[config.mk]
export PLATFORM = sky130hd
export DESIGN_NAME = point_loader
export DESIGN_NICKNAME = d
export VERILOG_FILES = /design/src/rtl/point_loader.sv
export SDC_FILE = /design/constraint.sdc
export NUM_CORES = 2
export LEC_CHECK = 0
export CAP_MARGIN = 0
export CORE_AREA = 2 2 510 512
export CTS_BUF_LIST = sky130_fd_sc_hd__clkbuf_8
export CTS_CLUSTER_SIZE = 10
export DETAILED_ROUTE_END_ITERATION = 12
export DIE_AREA = 0 0 512 514
export PLACE_DENSITY = 0.39
export SYNTH_ARGS = -nofsm -noshare
export SYNTH_HDL_FRONTEND = slang
export SYNTH_SLANG_ARGS = --single-unit
[constraint.sdc]
create_clock -name clk -period 5.4 [get_ports clk]
set_clock_uncertainty 0.1 [all_clocks]
set_input_delay 0.81 -clock clk [delete_from_list [all_inputs] [get_ports clk]]
set_output_delay 0.81 -clock clk [all_outputs]
set_load 0.02 [all_outputs]
[src/rtl/point_loader.sv]
// Elliptic-curve point loader: assembles x then y from narrow input words, waits for the
// external curve checker to settle, then publishes the point with range/on-curve flags.
//
// state     | meaning
// ST_LOAD_X | accepting x words, least-significant first
// ST_LOAD_Y | accepting y words, least-significant first
// ST_SETTLE | coordinates held stable while the curve checker settles
// ST_OUT    | result presented, waiting for out_ready
module point_loader #(
  parameter int LEN    = 256,
  parameter int WORD   = 32,
  parameter int SETTLE = 2
) (
  input  logic            clk,
  input  logic            rst,
  input  logic [LEN-1:0]  p,
  input  logic            in_valid,
  output logic            in_ready,
  input  logic [WORD-1:0] in_data,
  output logic [LEN-1:0]  chk_x,
  output logic [LEN-1:0]  chk_y,
  input  logic            chk_valid,
  output logic            out_valid,
  input  logic            out_ready,
  output logic [LEN-1:0]  out_x,
  output logic [LEN-1:0]  out_y,
  output logic            out_on_curve,
  output logic            out_range_err
);

  localparam int NW   = LEN / WORD;
  localparam int IDXW = (NW > 1) ? $clog2(NW) : 1;

  typedef enum logic [1:0] {ST_LOAD_X, ST_LOAD_Y, ST_SETTLE, ST_OUT} state_t;

  state_t          state;
  logic [IDXW-1:0] idx;
  logic [3:0]      settle_cnt;
  logic            xfer;
  logic            last_word;
  logic            range_err;

  // Gated by rst so the block never advertises readiness during a reset cycle.
  assign in_ready  = !rst && ((state == ST_LOAD_X) || (state == ST_LOAD_Y));
  assign xfer      = in_valid && in_ready;
  assign last_word = (idx == IDXW'(NW - 1));
  assign range_err = (chk_x >= p) || (chk_y >= p);

  always_ff @(posedge clk) begin
    if (rst) begin
      state         <= ST_LOAD_X;
      idx           <= '0;
      settle_cnt    <= '0;
      chk_x         <= '0;
      chk_y         <= '0;
      out_x         <= '0;
      out_y         <= '0;
      out_valid     <= 1'b0;
      out_on_curve  <= 1'b0;
      out_range_err <= 1'b0;
    end else begin
      case (state)
        ST_LOAD_X: begin
          if (xfer) begin
            chk_x[int'(idx)*WORD +: WORD] <= in_data;
            if (last_word) begin
              idx   <= '0;
              state <= ST_LOAD_Y;
            end else begin
              idx <= idx + 1'b1;
            end
          end
        end
        ST_LOAD_Y: begin
          if (xfer) begin
            chk_y[int'(idx)*WORD +: WORD] <= in_data;
            if (last_word) begin
              idx        <= '0;
              settle_cnt <= 4'(SETTLE - 1);
              state      <= ST_SETTLE;
            end else begin
              idx <= idx + 1'b1;
            end
          end
        end
        ST_SETTLE: begin
          if (settle_cnt == 4'd0) begin
            out_x         <= chk_x;
            out_y         <= chk_y;
            out_range_err <= range_err;
            out_on_curve  <= chk_valid && !range_err;
            out_valid     <= 1'b1;
            state         <= ST_OUT;
          end else begin
            settle_cnt <= settle_cnt - 1'b1;
          end
        end
        ST_OUT: begin
          if (out_ready) begin
            out_valid <= 1'b0;
            state     <= ST_LOAD_X;
          end
        end
        default: state <= ST_LOAD_X;
      endcase
    end
  end

endmodule

After elaboration in Yosys (flattened, before gate mapping)
Index checks and enable logic that the tools add are counted.
{"block": "op_classes", "add_sub_neg": 3, "shifts": 2, "magnitude_cmp": 2, "n_mux": 17, "eq_ne": 11, "n_reduce_logical": 19}
{"cell": "$bwmux 256", "n": 2}
{"cell": "$ge 256x256->1", "n": 2}
{"cell": "$shift 32x33->256 const A", "n": 1}
{"cell": "$shiftx 32x33->256", "n": 1}
{"cell": "$neg 8->33", "n": 1}
{"cell": "$ne 2x2->1 const B", "n": 7}
{"cell": "$mux 2", "n": 6}
{"cell": "$mux 4", "n": 3}
{"cell": "$pmux 2 s4", "n": 1}
{"cell": "$pmux 4 s2", "n": 1}
{"cell": "$reduce_and 2->1", "n": 4}
{"cell": "$reduce_and 6->1", "n": 1}
{"cell": "$eq 2x2->1 const B", "n": 2}
{"cell": "$logic_not 4->1", "n": 1}
{"cell": "$reduce_and 4->1", "n": 1}
{"cell": "$reduce_bool 2->1", "n": 2}
{"cell": "$sub 4x1->4 const B", "n": 1}
{"cell": "$add 3x1->3 const B", "n": 1}
{"cell": "$eq 3x3->1 const B", "n": 1}
{"cell": "$logic_and 1x1->1", "n": 3}
{"cell": "$mux 3", "n": 1}
{"cell": "$reduce_and 3->1", "n": 1}
{"cell": "$eq 2x1->1 const B", "n": 1}
{"cell": "$logic_not 1->1", "n": 2}
{"cell": "other kinds (5)", "n": 7}
{"block": "word_totals", "wordCells": 64, "in_bits": 293, "ff_bits": 1036}

Longest topological paths before layout
{"block": "depth", "ltp_word": 6, "depth_mapped": 10, "depth_no_buf": 10}

Least setup slack after synthesis
OpenSTA, ideal clock, no wires.
{"block": "synth_timing", "kind": "in2reg", "from": "input p[133]", "to": "register out_range_err", "setup_slack_ps": 2332, "cell_stages": 10, "setup_time_ps": 137, "path_buffers": 0, "t_arrival_ps": 2831, "required_ps": 5163, "path_cell_list": "inv_1 > ha_1 > a21o_1 > a21o_1 > a221o_1 > a2111o_1 > a221oi_1 > o22ai_1 > a2111oi_2 > a211oi_2"}
{"block": "synth_between", "elab_chain_len": 2, "elab_cells_between_ends": 3}
{"item": "start: declaration", "line": "16", "rtl": "input logic [LEN-1:0] p,"}
{"item": "$ge 256x256->1", "line": "47", "rtl": "assign range_err = (chk_x >= p) || (chk_y >= p);"}
{"item": "$logic_or 1x1->1 *", "line": "47"}
{"item": "end signal: assignment", "line": "90", "rtl": "out_range_err <= range_err;"}
{"item": "end: declaration", "line": "28", "rtl": "output logic out_range_err"}
Every way passes the cells marked *; elsewhere a longest branch is shown, timed or not.
A chain may end at the register's enable or synchronous reset.

Worst setup path after layout
{"block": "layout_timing", "from": "input p[150]", "to": "register out_range_err"}
Same word-level chain as after synthesis.

==> flow_metrics.py <==
metrics = {
    "place": {
        "hpwl_microns": 229000,
        "numPortBuffers": 1320,
        "place_inst": 10714,
        "dpl_cell_area_sq_um": 64800,
        "gp_congestion": 0.877,
    },
    "finish": {
        "design_area_sq_um": 69400,
        "num-fill-cells": 28285,
        "seq_area_sq_um": 20700,
        "finalNonFillerCells": 11136,
        "multi_input_area_sq_um": 24900,
        "drive_above_1_share_pct": 6.01,
        "num-nets-final": 8341,
        "area_delta_synth_final_pct": 45.2,
        "final_util_pct": 26.9,
    },
    "setup_path": {
        "path_buf_inv": 2,
        "crit_path_end_kind": "register",
        "critPathMaxStageDelay_ns": 1.17,
        "cp_max_fo": 3,
        "path_cells": "clkdlybuf4s50_1 -> inv_1 -> ha_1 -> a21oi_1 -> nand2_1 -> a221oi_1 -> nor2_1 -> o41ai_1 -> a31oi_1 -> a2111oi_2 -> a211oi_2",
        "required_ns": 6.06,
        "worstSetupStartpointType": "input port",
        "crit_type": "input port to register",
        "crit_family": "compound AO/OA/AOI/OAI gates",
        "path_depth": 11,
        "reg2reg_depth": 9,
        "crit_arrival_ns": 4.73,
        "slowest_stage": "o41ai_1",
    },
    "sta": {
        "min_period_over_period_pct": 75.4,
        "finalSetupViolCount": 0,
        "max_freq_ghz": 0.246,
        "worstMarginPinSlew_ns": 1.31,
        "tns_ns": 0,
        "fin_crit_ns": 4.07,
        "hold_viol_final": 0,
        "relSlewSlack_pct": 11.5,
        "rsz0062_at_grt": "false",
        "report.final.slew_viol_count": 0,
    },
    "die": {
        "dieArea_sq_um": 263000,
        "die_h_microns": 514,
        "initial_core_util_pct": 18.5,
        "fp-row-count": 187,
        "io_pins": 1321,
        "fp.dieW_microns": 512,
        "core_sq_um": 258000,
    },
    "power": {
        "power.density_nw_per_um2": 253,
        "combPwrFrac_pct": 5.9,
        "p_int_mw": 12.7,
        "leakagePower_nw": 26.5,
        "seq_power_share_pct": 43.8,
        "ir_worst_vdd_mv": 0.191,
        "p_sw_mw": 4.81,
        "clockPowerShare_pct": 50.3,
        "power_switching_share_pct": 27.4,
    },
    "cts": {
        "cts_tree": "built",
        "cts_resized": 0,
        "clockBufferDepth": 3,
        "root_buffer": "clkbuf_8",
        "clk_pin_slew_ns": 0.06,
        "post_cts_buffers": 0,
        "clk_latency_ns": 1.01,
        "cts_buffers": 209,
        "clock-sinks": 1036,
        "cts_max_level": 4,
    },
    "global_route": {
        "grt_usage_pct": 21.9,
        "grt_max_degree": 158,
        "top_usage_layer": "met2",
        "gr-usage-met2_pct": 37.2,
        "grt_pass1_wl_microns": 406000,
        "grt.met3_usage_pct": 6.14,
        "grtUsageMet1_pct": 27.0,
        "overflow": 0,
        "antenna_found_initial": 89,
        "first_global_vias": 48338,
    },
    "yosys": {
        "synth_top_area_share_pct": 43.4,
        "avgSynthCellArea_sq_um": 7.66,
        "synthCells": 6233,
        "yosysTopAreaCell": "dfxtp_1",
        "yosysUniqueCellTypes": 61,
        "yosysWarnings": 0,
        "syn_area_sq_um": 47800,
        "synth_edf_count": 0,
        "ys_async_sr_fraction_pct": 0,
        "synth_seq_area_share_pct": 43.4,
        "synth_area_leaders": "dfxtp_1, ha_1, a21oi_1",
        "ys.flop_type": "dfxtp_1",
        "synth_nets": 7050,
        "synth-seq-cells": 1036,
    },
    "detailed_routing": {
        "vias": 49737,
        "drt-pass1-iter-count": 5,
        "viasPerCell": 4.47,
        "wl_microns": 300000,
        "wl_per_cell_microns": 27.0,
        "drt-initial-drc-count": 3548,
        "drc_errors": 0,
        "ant_nets": 0,
    },
    "status": {
        "status": "finished, final reports clean",
    },
    "worst_hold_path": {
        "whs_path_depth": 3,
        "hp-class": "input port to register",
    },
    "flow_run": {
        "max_cap_viol_count": 0,
    },
}
## cells in the mapped netlist, drive strengths merged (5+ instances only)
cell type / instances
nand2: 1519
a21oi: 1222
dfxtp: 1036
nor2: 840
ha: 524
clkbuf: 324
inv: 276
nand4: 94
o21ai: 81
a21o: 65
nand3: 40
nor3: 28
a211oi: 21
nor4: 20
and4: 17
a221oi: 16
nor2b: 15
buf: 10
a221o: 7
a31oi: 5
nand2b: 5
o211ai: 5
o31ai: 5
## final timing paths
path / start / endpoint / slack [ns]
worst max-delay path: p[150] / out_range_err$_SDFFE_PP0P_ / 1.33
worst min-delay path: in_data[23] / chk_y[151]$_SDFFE_PP0P_ / 0.24
worst max register to register: chk_y[149]$_SDFFE_PP0P_ / out_range_err$_SDFFE_PP0P_ / 1.34
worst min register to register: out_y[57]$_SDFFE_PP0P_ / out_y[57]$_SDFFE_PP0P_ / 0.35
## flip-flops by register name, indices dropped and copies added, names as in the netlist
name and flops:
chk_x 256, chk_y 256, idx 3, out_on_curve 1
out_range_err 1, out_valid 1, out_x 256, out_y 256
settle_cnt 4, state 2
## cells by family after synthesis
group,count (synthesis),share of synthesized area [%]
buf+inv,610,4.79
mux,3,0.0629
simple gates,2597,21.7
flops,1036,43.4
compound gates,1463,16.3
fa+ha+maj,524,13.7
## tightest hold or removal path: cells and delay by family
family                 cells  cell delay [ns]
AOI/OAI and AO/OA          1             0.06
and+or+nand+nor            1             0.13
buffers and inverters      1             0.27
## power groups by stage
stage / registers (mW) / clock network [mW] / logic, mW
2_1_floorplan: 7.84 / 0 / 0.416
4_1_cts: 7.68 / 9.13 / 1.06
5_1_grt: 7.68 / 9.45 / 1.13
6_report: 7.68 / 8.83 / 1.04
3_5_place_dp: 7.85 / 0 / 1.05
3_3_place_gp: 7.85 / 0 / 1.04
## through the flow
step / power, mW / worst slack, ns / hold WS (ns)
2_1_floorplan: 8.26 / 2.33 / 0.377
3_3_place_gp: 8.88 / 0.448 / 0.342
3_5_place_dp: 8.90 / 0.389 / 0.346
4_1_cts: 17.9 / 1.32 / 0.137
5_1_grt: 18.3 / 1.23 / 0.183
6_report: 17.5 / 1.33 / 0.236
## metal layers
layer,vias to the layer above,part of all wire (%)
met2,1878,48
met3,383,7.7
met4,46,2.4
met5,-,0.096
met1,23920,42
li1,23510,-
## timing repair
action                                  CTS  global route
hold buffers                              1             0
endpoints found under the hold margin    13             0
endpoints found under the setup margin    0             0
## cell usage in the layout, fill, tap and decap left out, types with 65 or more instances in the layout
| master | n |
|---|---|
| ha_1 | 524 |
| buf_4 | 84 |
| clkdlybuf4s50_1 | 1291 |
| a21o_1 | 65 |
| a21oi_1 | 1222 |
| nand2_1 | 1507 |
| clkbuf_8 | 258 |
| dfxtp_1 | 1036 |
| inv_1 | 351 |
| nand4_1 | 93 |
| nor2_1 | 836 |
| o21ai_0 | 78 |
## layout make-up
cell class | count | area share [%]
clock buffer | 258 | 5.12
tap | 3402 | 6.14
sequential | 1036 | 29.9
timing repair buffer | 1414 | 20.0
multi-input combinational | 4587 | 35.9
inverter | 276 | 1.49
clock inverter | 117 | 1.28
antenna | 46 | 0.166
Note: power is estimated with default switching activity, not from simulation.
